==> config.mk <==
export PLATFORM = sky130hd
export DESIGN_NAME = aes_arbiter
export DESIGN_NICKNAME = d
export VERILOG_FILES = /design/src/rtl/aes_arb_pkg.sv /design/src/rtl/aes_arb_rr.sv /design/src/rtl/aes_arbiter.sv
export SDC_FILE = /design/constraint.sdc
export NUM_CORES = 1
export LEC_CHECK = 0
export CORE_AREA = 2 2 399 401
export DETAILED_ROUTE_END_ITERATION = 6
export DIE_AREA = 0 0 401 403
export PLACE_DENSITY = 0.36
export SLEW_MARGIN = 5
export SYNTH_ARGS = -nofsm -noshare
export SYNTH_HDL_FRONTEND = slang
export SYNTH_HIERARCHICAL = 1
export SYNTH_SLANG_ARGS = --single-unit
==> constraint.sdc <==
create_clock -name clk -period 2 [get_ports clk]
set_input_delay 0.4 -clock clk [delete_from_list [all_inputs] [get_ports clk]]
set_output_delay 0.4 -clock clk [all_outputs]
set_load 0.05 [all_outputs]
==> src/rtl/aes_arb_pkg.sv <==
// rtl/aes_arb_pkg.sv - shared types and constants for the two-requester AES arbiter
package aes_arb_pkg;

  localparam int NUM_REQ = 2;
  localparam int AES_W   = 128;

  typedef enum logic [1:0] {
    ST_IDLE  = 2'd0,
    ST_ISSUE = 2'd1,
    ST_WAIT  = 2'd2,
    ST_RESP  = 2'd3
  } arb_state_e;

endpackage

==> src/rtl/aes_arb_rr.sv <==
// rtl/aes_arb_rr.sv - two-way round-robin grant selection (combinational)
module aes_arb_rr
  import aes_arb_pkg::*;
(
  input  logic [NUM_REQ-1:0] valid,
  input  logic               last_grant,
  output logic [NUM_REQ-1:0] grant
);

  // A lone requester wins outright; on a tie the one not served last wins.
  always_comb begin
    grant = valid;
    if (valid == 2'b11) begin
      grant = last_grant ? 2'b01 : 2'b10;
    end
  end

endmodule

==> src/rtl/aes_arbiter.sv <==
// rtl/aes_arbiter.sv - shares one AES engine between two requesters; optional timeout via AES_ARB_TIMEOUT_EN
module aes_arbiter
  import aes_arb_pkg::*;
#(
  parameter int TIMEOUT_CYCLES = 64
) (
  input  logic                            clk,
  input  logic                            rst_n,
  input  logic [NUM_REQ-1:0]              req_valid_i,
  output logic [NUM_REQ-1:0]              req_ready_o,
  input  logic [NUM_REQ-1:0][AES_W-1:0]   req_key_i,
  input  logic [NUM_REQ-1:0][AES_W-1:0]   req_data_i,
  output logic [NUM_REQ-1:0]              rsp_valid_o,
  input  logic [NUM_REQ-1:0]              rsp_ready_i,
  output logic [AES_W-1:0]                rsp_data_o,
  output logic                            rsp_err_o,
  output logic                            eng_start_o,
  output logic [AES_W-1:0]                eng_key_o,
  output logic [AES_W-1:0]                eng_plain_text_o,
  input  logic [AES_W-1:0]                eng_cipher_text_i,
  input  logic                            eng_done_i,
  output logic                            busy_o
);

  arb_state_e         state_q, state_d;
  logic               last_grant_q;
  logic               id_q;
  logic [AES_W-1:0]   key_q, data_q, result_q;
  logic [NUM_REQ-1:0] grant;
  logic               req_hs, rsp_hs, timeout_hit;

  aes_arb_rr u_rr (
    .valid      (req_valid_i),
    .last_grant (last_grant_q),
    .grant      (grant)
  );

  // grant is always a subset of req_valid_i, so a non-zero grant in IDLE is the handshake.
  assign req_hs = (state_q == ST_IDLE) && (grant != '0);
  assign rsp_hs = (state_q == ST_RESP) && rsp_ready_i[id_q];

`ifdef AES_ARB_TIMEOUT_EN
  localparam int CNT_W = $clog2(TIMEOUT_CYCLES + 1);
  logic [CNT_W-1:0] wait_cnt_q;
  logic             err_q;

  assign timeout_hit = (state_q == ST_WAIT) && (wait_cnt_q == CNT_W'(TIMEOUT_CYCLES - 1));
  assign rsp_err_o   = err_q;

  // Counts WAIT cycles; cleared in ISSUE so every transaction starts from zero.
  always_ff @(posedge clk or negedge rst_n) begin
    if (!rst_n) begin
      wait_cnt_q <= '0;
    end else if (state_q == ST_ISSUE) begin
      wait_cnt_q <= '0;
    end else if (state_q == ST_WAIT) begin
      wait_cnt_q <= wait_cnt_q + 1'b1;
    end
  end

  // Error flag: done wins over a simultaneous timeout.
  always_ff @(posedge clk or negedge rst_n) begin
    if (!rst_n) begin
      err_q <= 1'b0;
    end else if (state_q == ST_WAIT) begin
      if (eng_done_i) begin
        err_q <= 1'b0;
      end else if (timeout_hit) begin
        err_q <= 1'b1;
      end
    end
  end
`else
  logic timeout_unused;

  // TIMEOUT_CYCLES has no effect in this build; WAIT lasts until the engine finishes.
  assign timeout_unused = (TIMEOUT_CYCLES > 0);
  assign timeout_hit    = 1'b0;
  assign rsp_err_o      = 1'b0;
`endif

  // State register.
  always_ff @(posedge clk or negedge rst_n) begin
    if (!rst_n) begin
      state_q <= ST_IDLE;
    end else begin
      state_q <= state_d;
    end
  end

  // Next-state logic; eng_done_i is only looked at in WAIT.
  always_comb begin
    state_d = state_q;
    unique case (state_q)
      ST_IDLE:  if (req_hs) state_d = ST_ISSUE;
      ST_ISSUE: state_d = ST_WAIT;
      ST_WAIT:  if (eng_done_i || timeout_hit) state_d = ST_RESP;
      ST_RESP:  if (rsp_hs) state_d = ST_IDLE;
      default:  state_d = ST_IDLE;
    endcase
  end

  // Payload capture at the request handshake, result capture at the end of WAIT.
  always_ff @(posedge clk or negedge rst_n) begin
    if (!rst_n) begin
      last_grant_q <= 1'b1;
      id_q         <= 1'b0;
      key_q        <= '0;
      data_q       <= '0;
      result_q     <= '0;
    end else begin
      if (req_hs) begin
        last_grant_q <= grant[1];
        id_q         <= grant[1];
        key_q        <= req_key_i[grant[1]];
        data_q       <= req_data_i[grant[1]];
      end
      if (state_q == ST_WAIT) begin
        if (eng_done_i) begin
          result_q <= eng_cipher_text_i;
        end else if (timeout_hit) begin
          result_q <= '0;
        end
      end
    end
  end

  // Output decode; req_ready_o is also held low while rst_n is asserted.
  always_comb begin
    req_ready_o = '0;
    rsp_valid_o = '0;
    if ((state_q == ST_IDLE) && rst_n) begin
      req_ready_o = grant;
    end
    if (state_q == ST_RESP) begin
      rsp_valid_o[id_q] = 1'b1;
    end
    eng_start_o = (state_q == ST_ISSUE);
    busy_o      = (state_q != ST_IDLE);
  end

  assign eng_key_o        = key_q;
  assign eng_plain_text_o = data_q;
  assign rsp_data_o       = result_q;

endmodule

# After elaboration in Yosys (flattened, before gate mapping)
# Index checks and enable logic that the tools add are counted.
# W data, S select, Z words.
[classes]
magnitude_cmp = 3
eq_ne = 7
muxes = 16
reduce_logical = 9
[ops]
columns = ["operator", "count"]
rows = [
  ["$mux W128", 4],
  ["$mux W2", 7],
  ["$pmux W2 S4", 1],
  ["$eq A2 B2 Y1 const B", 3],
  ["$ne A2 B2 Y1 const B", 3],
  ["$logic_and A1 B1 Y1", 4],
  ["$lt A1 B2 Y1 const B", 2],
  ["$reduce_bool A2 Y1", 2],
  ["$mux W1", 3],
  ["$reduce_and A3 Y1", 1],
  ["$eq A2 B1 Y1 const B", 1],
  ["$logic_not A2 Y1", 1],
  ["$reduce_and A2 Y1", 1],
  ["$demux W1 S1", 1],
  ["$ge A1 B1 Y1 const B", 1],
]
[word_totals]
regBits = 388
inputBits = 647
out_inout_bits = 391

# Logic depth before layout (Yosys ltp)
# Gate-level depths: netlist of the first run.
[logic_depth]
word_depth = 6
mapped_depth = 10

# By module
# The synthesis of the first run kept the hierarchy.
[modules_own_cells]
columns = ["module", "n_inst", "cells_each", "area_each_um2", "seq_area_each_um2"]
rows = [
  ["aes_arbiter", 1, 1411, 16771.1, 9710.6],
  ["aes_arb_rr", 1, 3, 18.8, 0.0],
]

# Least setup slack after synthesis of the first run
# OpenSTA, ideal clock, no wires.
[synth_timing]
path_type = "input-to-output"
startpoint = "input req_valid_i[1]"
endpoint = "output req_ready_o[1]"
arrival_time_ns = 1.679
t_required_ns = 1.600
slack_ns = -0.079
path_stages = 5
path_buffers = 3
path_cell_list = "a21boi_0 > buf_2 > buf_4 > buf_2 > and3_1"
[synth_between]
elab_chain_cells = 3
[synth_rtl]
columns = ["item", "line", "source"]
rows = [
  ["start: declaration", "aes_arbiter.sv:9", "input logic [NUM_REQ-1:0] req_valid_i,"],
  ["$eq A2 B2 Y1", "aes_arb_rr.sv:13", "if (valid == 2'b11) begin"],
  ["$mux W2 *", "aes_arb_rr.sv:13", ""],
  ["$mux W2 *", "aes_arbiter.sv:132", "if ((state_q == ST_IDLE) && rst_n) begin"],
  ["end: declaration", "aes_arbiter.sv:10", "output logic [NUM_REQ-1:0] req_ready_o,"],
]
# Every way passes the cells marked *; elsewhere a longest branch is shown, timed or not.

# Final worst setup path of the first run
[layout_timing]
startpoint = "register last_grant_q"
endpoint = "output req_ready_o[0]"
[layout_between]
elab_chain_cells = 3
[layout_rtl]
columns = ["item", "line", "source"]
rows = [
  ["start: declaration", "aes_arbiter.sv:26", "logic last_grant_q;"],
  ["start signal: assignment", "aes_arbiter.sv:113", "last_grant_q <= grant[1];"],
  ["$mux W2", "aes_arb_rr.sv:14", "grant = last_grant ? 2'b01 : 2'b10;"],
  ["$mux W2", "aes_arb_rr.sv:13", ""],
  ["via grant[0]", "aes_arbiter.sv:29", "logic [NUM_REQ-1:0] grant;"],
  ["$mux W2", "aes_arbiter.sv:132", ""],
]
# The timed path passes the listed nets, and every way through them passes these cells.

==> impl_summary.md, run 1 <==
Yosys
The post-synthesis cell count is 1414. For this run, the register share of the synthesized area comes to 0.5784. The Yosys step of the flow raised 6 warnings. When the netlist entered floorplanning its net count stood at 2066. A synthesized cell averages 11.87 µm². The count of cell types in the netlist is 27. The synthesized design contains 388 register bits. The mapped cell area is 16790 µm².

Clock network
TritonCTS built the clock tree. The clock passes through at most 3 buffers. The tree is rooted in a clkbuf_16. Clock latency on the worst-skew pair, taken at its later pin, is 0.66 ns.

The H-tree depth is 2. The total CTS buffers is 54. Clock-pin slew was measured on the worst setup and hold paths at 0.05 ns. The clock sink total is 388.

Timing
The worst path setup slack after routing is -0.4822 ns. The minimum clock period is 2.482 ns. Measured against its own limit, the worst slew margin works out to 0.6448.

Setup repair after global routing could not meet its margin everywhere. Setup violations remaining at the end of the flow were counted as 208. The worst hold margin is 0.3102 ns. On the final layout, the worst clock skew is 0.01672 ns. The number of max-slew violations in the final report is 0. The highest clock frequency the design can meet is 402.9 MHz. The final count of hold timing violations is 0. The worst-margin pin slew is 0.5349 ns. Of the available clock period, the critical path in the final layout requires 1.241.

Cells and area
The area added between synthesis and finish is 106.3%. The net count of the finished layout is 3270. The final cell count without fillers is 4734. In the layout the commonest cells are 645 x clkdlybuf4s50_1, 387 x dfrtp_1, 315 x buf_4. Of the cells placed in the final design, the portion with a size suffix greater than 1 is 0.3284. Once layout is done, the placed cells without fillers occupy 34640 µm².

The most frequent standard cell in the layout excluding fill and tap cells is clkdlybuf4s50_1.

Setup path
The type of the worst setup path is reg2out. The worst setup path is launched from a register. The worst setup path is captured at an output pin. For the worst setup path, the data arrival time is 2.08 ns. STA puts the critical path data required time at 1.60 ns. The highest fanout seen on the critical path is 3.

Global route
The number of antenna violations at the first check in global routing is 33. The largest net degree at the start of global routing is 103. The global-route wire length before repair is 145900 µm. The via count of the first global-routing pass is 16.41k.

The global router's overall resource usage is 0.1318. The overall overflow remaining after global route is 0.

Die
From left edge to right edge, the die measures 401 µm. The core region area is 157500 µm². The initial standard-cell utilization of the core is 0.1066. 1038 I/O pins were placed. The number of rows created at floorplan is 146. The floorplan step set the die height to 403 µm.

The die covers 161600 µm².

Place
In this run the tool buffered the top-level ports with 1036 buffer cells. The placed instances occupy a cell area of 29690 µm². The HPWL after detailed placement is 86650 µm. The total instance count after detailed placement is 4517. The last weighted congestion value of the routability-driven placer is 0.8154.

Worst hold path
The worst hold path belongs to the class in2async.

Drt
Summed over all layers, the routed wires come to 117000 µm. The count of nets left with antenna violations once routing finished came out at 0. After detailed routing, the number of vias per cell comes to 3.362. Detailed routing inserted a total of 15.92k vias. The length of the first detailed-routing pass in iterations is 5. The per-cell routed wire length is 24.70 µm.

After detailed routing, the number of remaining DRC violations is 0. The number of DRC markers after the initial detailed-route iteration is 525.

Run status
The checks that failed: setup timing. The flow ran to the end, but the final reports show violations.

Pwr
Dividing total power by cell area gives a power density of 1762 nW/µm². IR analysis of the VDD net gives a maximum drop of 0.0006593 V. The static leakage is 15.07 nW. The power consumption is 61.04 mW.

Flow run
Max-cap violations in this run came to 0.
where the power goes:
part / switching [mW] / total (mW) / internal, mW
registers: 2.71 / 14.4 / 11.7
logic: 23.4 / 36.7 / 13.3
clock network: 4.20 / 9.92 / 5.72
Yosys cell counts:
| master | number | share of area |
|---|---|---|
| nor3b_1 | 1 | 0.00045 |
| a22o_1 | 2 | 0.0010 |
| and3_1 | 2 | 0.00075 |
| a21oi_1 | 1 | 0.00030 |
| o21ai_4 | 1 | 0.00097 |
| a21boi_0 | 1 | 0.00045 |
| a2bb2oi_1 | 1 | 0.00052 |
| clkbuf_1 | 26 | 0.0058 |
| dfstp_2 | 1 | 0.0016 |
| o21ai_0 | 182 | 0.054 |
| ha_1 | 5 | 0.0037 |
| buf_6 | 21 | 0.014 |
| and2_1 | 1 | 0.00037 |
| conb_1 | 1 | 0.00022 |
| nor2b_1 | 1 | 0.00037 |
| buf_2 | 50 | 0.015 |
| nand2_1 | 258 | 0.058 |
| dfrtp_1 | 387 | 0.58 |
| mux2i_1 | 257 | 0.15 |
| a21boi_1 | 1 | 0.00045 |
| clkbuf_2 | 1 | 0.00030 |
| nor2_1 | 1 | 0.00022 |
| buf_4 | 3 | 0.0013 |
| a221oi_1 | 1 | 0.00052 |
| o21ai_1 | 74 | 0.022 |
| inv_1 | 5 | 0.0011 |
| mux2_2 | 129 | 0.087 |
per-layer routing:
metal  share of wire  vias up  GRT usage
li1                -     7356          -
met1            0.39     7746     0.1492
met2            0.52      627     0.2404
met3           0.064      167    0.03807
met4           0.025       20    0.03363
met5          0.0012        -          0
worst max-delay path, stage by stage, from the launching register on:
cell and delay [ns]:
dfstp_2 0.62, inv_2 0.07, a21boi_4 0.18, buf_6 0.12
buf_6 0.08, and3_4 0.20, buf_12 0.14
flip-flops by register name, summed over array words and instances, names as in the netlist:
register          flops
id_q                  1
eng_plain_text_o    128
eng_key_o           128
state_q               2
rsp_data_o          128
last_grant_q          1
layout make-up:
type	count	area, µm²
clock inverters	15	153.9
inverters	5	18.77
diodes	4	10.01
flip-flops and latches	388	9711
repair buffers	1249	13430
multi-input cells	920	7094
well taps	2072	2592
fillers	17110	122800
clock buffers	81	1623
metrics by stage:
| stage | setup slack [ns] | util | setup TNS, ns |
|---|---|---|---|
| floorplan | 0.03828 | - | 0 |
| global route | -0.5948 | 0.2199 | -34.26 |
| finish | -0.4822 | 0.2200 | -15.34 |
| CTS | -0.6289 | 0.2082 | -26.81 |
| global placement | -0.5771 | 0.1886 | -118.93 |
| detailed placement | -0.5482 | 0.1886 | -111.69 |
logic make-up (layout without fill, tap and decap cells):
family	Yosys count	in the layout	share of synthesized area
fa+ha+maj	5	5	0.003726
buf+inv	106	1350	0.03756
flops	388	388	0.5784
simple gates	264	264	0.05984
mux	386	386	0.2397
other cells	1	5	0.0002233
compound gates	264	264	0.08056
worst paths after layout:
path	from	end	slack (ns)	depth (start not counted)
worst max-delay path	last_grant_q	req_ready_o[0]	-0.48	6
worst min-delay path	rst_n	id_q	0.31	2
worst max register to register	last_grant_q	eng_plain_text_o[105]	-0.21	11
worst min register to register	eng_key_o[5]	eng_key_o[5]	0.47	2
max in group asynchronous	rst_n	state_q[1]	0.56	4
min in group clk	eng_cipher_text_i[111]	rsp_data_o[111]	0.36	2
repair_timing:
item,4_1_cts,5_1_grt
resized for setup,425,240
hold endpoints to repair,79,0
endpoints found under the setup margin,397,273
pin swaps,10,32
cloned,21,44
hold buffers,1,0
buffers inserted,26,34
(Power assumes the default switching activity.)
==> inputs of run 2 (changes only) <==
--- a/config.mk
+++ b/config.mk
@@ -5,10 +5,12 @@
 export SDC_FILE = /design/constraint.sdc
 export NUM_CORES = 1
 export LEC_CHECK = 0
+export ABC_AREA = 0
 export CORE_AREA = 2 2 399 401
 export DETAILED_ROUTE_END_ITERATION = 6
 export DIE_AREA = 0 0 401 403
 export PLACE_DENSITY = 0.36
+export RECOVER_POWER = 25
 export SLEW_MARGIN = 5
 export SYNTH_ARGS = -nofsm -noshare
 export SYNTH_HDL_FRONTEND = slang
==> run 2 against run 1 <==
Combinational power hardly changed; sequential cell count stayed put; critical path type unchanged; design area hardly changed; sequential share of layout area hardly changed; the flow still finishes with violations (setup timing); via count hardly changed; critical path depth stayed put; clock power hardly changed.
==> impl_summary.md, run 2 (synthesis results as in run 1) <==
Timing
The number of max-slew violations in the final report is 0. The worst path setup slack after routing is -0.4819 ns. The final period utilization is 1.241.

Setup violations remaining at the end of the flow were counted as 207. Setup repair after global routing could not meet its margin everywhere. For this run, the top clock speed supported by timing is 402.9 MHz. The minimum clock period is 2.482 ns. The worst-margin pin slew is 1.092 ns. Between clock sinks in the finished design, the worst skew comes to 0.01707 ns. The final count of hold timing violations is 0.

In this run the tightest slew margin relative to its limit is 0.2720.

Cells and area
The most frequent standard cell in the layout excluding fill and tap cells is clkdlybuf4s50_1. Of the cells placed in the final design, the portion with a size suffix greater than 1 is 0.3284. The area growth from synthesis to layout is 106.1%. The final design instance area without fill is 34610 µm².

The number of inserted filler cells in the final layout is 17.11k. The net count of the finished layout is 3270. Measured on the finished design, the core utilization comes to 0.2198. In the layout the commonest cells are 645 x clkdlybuf4s50_1, 387 x dfrtp_1, 315 x buf_4. The final cell count without fillers is 4734.

Setup path
For the worst flop-to-flop path, the logic depth is 11. For this run, the slowest stage of the critical path takes 0.62 ns. Of all nets on the critical path, the largest fanout is 3.

The critical path goes through inv_2 -> a21boi_4 -> buf_6 -> buf_6 -> and3_4 -> buf_12. The endpoint type of the worst setup path is an output pin. STA puts the critical path data arrival time at 2.08 ns. Data on the critical path is required at its endpoint by 1.60 ns. The type of the worst setup path is reg2out. Among all stages on the critical path, the largest delay is contributed by dfstp_2.

The category of the worst setup path launch point is a register. By instance count, the cell type seen most on the critical path is buf_6.

Pwr
Overall power consumption after layout is estimated at 61.01 mW. In this run the static leakage power is 15.06 nW. The worst-case IR drop observed on VDD is 0.0006593 V.

The power per cell area is 1763 nW/µm².

Clock network
The CTS tree is done. The clock transition time at the flip-flop clock pins of the worst setup and hold paths is 0.05 ns. The root buffer cell chosen for the clock tree is clkbuf_16. The H-tree was split into 2 levels. Clock tree synthesis found a total of 388 sinks. The clock latency at the later pin of the worst-skew pair is 0.66 ns.

In this run the deepest clock path goes through 3 buffers. The total CTS buffers is 54.

Global route
The via count of the first global-routing pass is 16.41k. The first global-routing pass estimated 145900 µm of wire. The largest net degree at the start of global routing is 103.

The number of antenna violations at the first check in global routing is 33. For this run the aggregate overflow at the end of global routing stands at 0. For this run, the total global-route usage over all layers was measured as 0.1318.

Place
The last weighted congestion value of the routability-driven placer is 0.8154. The placed instances occupy a cell area of 29690 µm². The HPWL after detailed placement is 86650 µm. After detailed placement, the design holds a cell count of 4517. The quantity of I/O buffers inserted on ports is 1036.

Drt
The number of routed nets with antenna violations is 0. The detailed router finished its first iteration with 544 violations. The mean number of vias per cell is 3.359. The remaining design rule violation count is 0. Before antenna repair, the detailed router went through 4 iterations.

The per-cell routed wire length is 24.71 µm. Detailed routing inserted a total of 15.90k vias. The final layout contains routed wiring with a total length of 117000 µm.

Worst hold path
The min-delay analysis places its worst path in the category in2async.

Flow run
Across the run, the number of max-cap violations was 0.

Run status
The final reports fail on setup timing. The flow ran to the end, but the final reports show violations.

Die
The initial utilization of the core area, before any placement, comes to 0.1066. The die area is 161600 µm². In this run the vertical extent of the chip is 403 µm. After floorplanning, the core was sized to cover 157500 µm². The overall die width is 401 µm. After floorplanning, the core was divided into 146 placement rows. For this design the top-level I/O count stands at 1038.
## run 2: stage by stage
| stage | setup slack [ns] | setup TNS [ns] | hold slack [ns] |
|---|---|---|---|
| after floorplan | 0.03828 | 0 | 0.1044 |
| after global placement | -0.5771 | -118.93 | 0.2376 |
| after detailed placement | -0.5482 | -111.69 | 0.2373 |
| after CTS | -0.6289 | -26.81 | 0.2690 |
| after global routing | -0.5948 | -71.46 | 0.2577 |
| final | -0.4819 | -15.15 | 0.2496 |
## run 2: path summary, 6_finish.rpt
path	start	to	slack, ns
max	last_grant_q	req_ready_o[0]	-0.48
min	rst_n	id_q	0.25
max reg2reg	last_grant_q	eng_plain_text_o[105]	-0.21
min reg2reg	eng_key_o[5]	eng_key_o[5]	0.47
max in group asynchronous	rst_n	state_q[1]	0.06
min in group clk	eng_cipher_text_i[111]	rsp_data_o[111]	0.36
## run 2: what timing repair did
| item | 4_1_cts | 5_1_grt |
|---|---|---|
| hold endpoints to repair | 79 | 0 |
| endpoints found under the setup margin | 397 | 273 |
| gates cloned | 21 | 44 |
| setup buffers | 26 | 34 |
| gates resized for setup | 425 | 240 |
| pin swaps | 10 | 32 |
| hold buffers | 1 | 0 |
## run 2: worst max-delay path, delay by kind of cell (launching register included)
family / cells / cell delay, ns
flip-flops: 1 / 0.62
AO/OA/AOI/OAI: 1 / 0.18
AND/OR/NAND/NOR: 1 / 0.20
buffers and inverters: 4 / 0.41
## run 2: metal layers
layer | up-vias | share of wire | GRT usage
met1 | 7736 | 0.39 | 0.1492
met4 | 20 | 0.025 | 0.03363
met3 | 168 | 0.064 | 0.03807
met2 | 624 | 0.52 | 0.2404
met5 | - | 0.0012 | 0
li1 | 7353 | - | -
## run 2: final cells by class
| cell class | instances | area [µm²] | area share |
|---|---|---|---|
| timing repair buffer | 1249 | 13410 | 0.3874 |
| inverter | 5 | 18.77 | 0.0005423 |
| multi-input combinational | 920 | 7094 | 0.2050 |
| clock buffer | 81 | 1623 | 0.04689 |
| tap | 2072 | 2592 | 0.07491 |
| antenna | 4 | 10.01 | 0.0002892 |
| clock inverter | 15 | 153.9 | 0.004447 |
| sequential | 388 | 9711 | 0.2806 |
## run 2: power by group
group | total (mW) | internal [mW] | switching (mW)
Sequential | 14.4 | 11.7 | 2.71
Clock | 9.91 | 5.72 | 4.19
Combinational | 36.7 | 13.3 | 23.3
Total | 61.0 | 30.8 | 30.2
==> inputs of run 3 (changes only) <==
--- a/config.mk
+++ b/config.mk
@@ -11,7 +11,7 @@
 export DIE_AREA = 0 0 401 403
 export PLACE_DENSITY = 0.36
 export RECOVER_POWER = 25
-export SLEW_MARGIN = 5
+export SLEW_MARGIN = 20
 export SYNTH_ARGS = -nofsm -noshare
 export SYNTH_HDL_FRONTEND = slang
 export SYNTH_HIERARCHICAL = 1
==> results of run 3 <==
Final layout, timing and power as in run 2 (identical DEF).
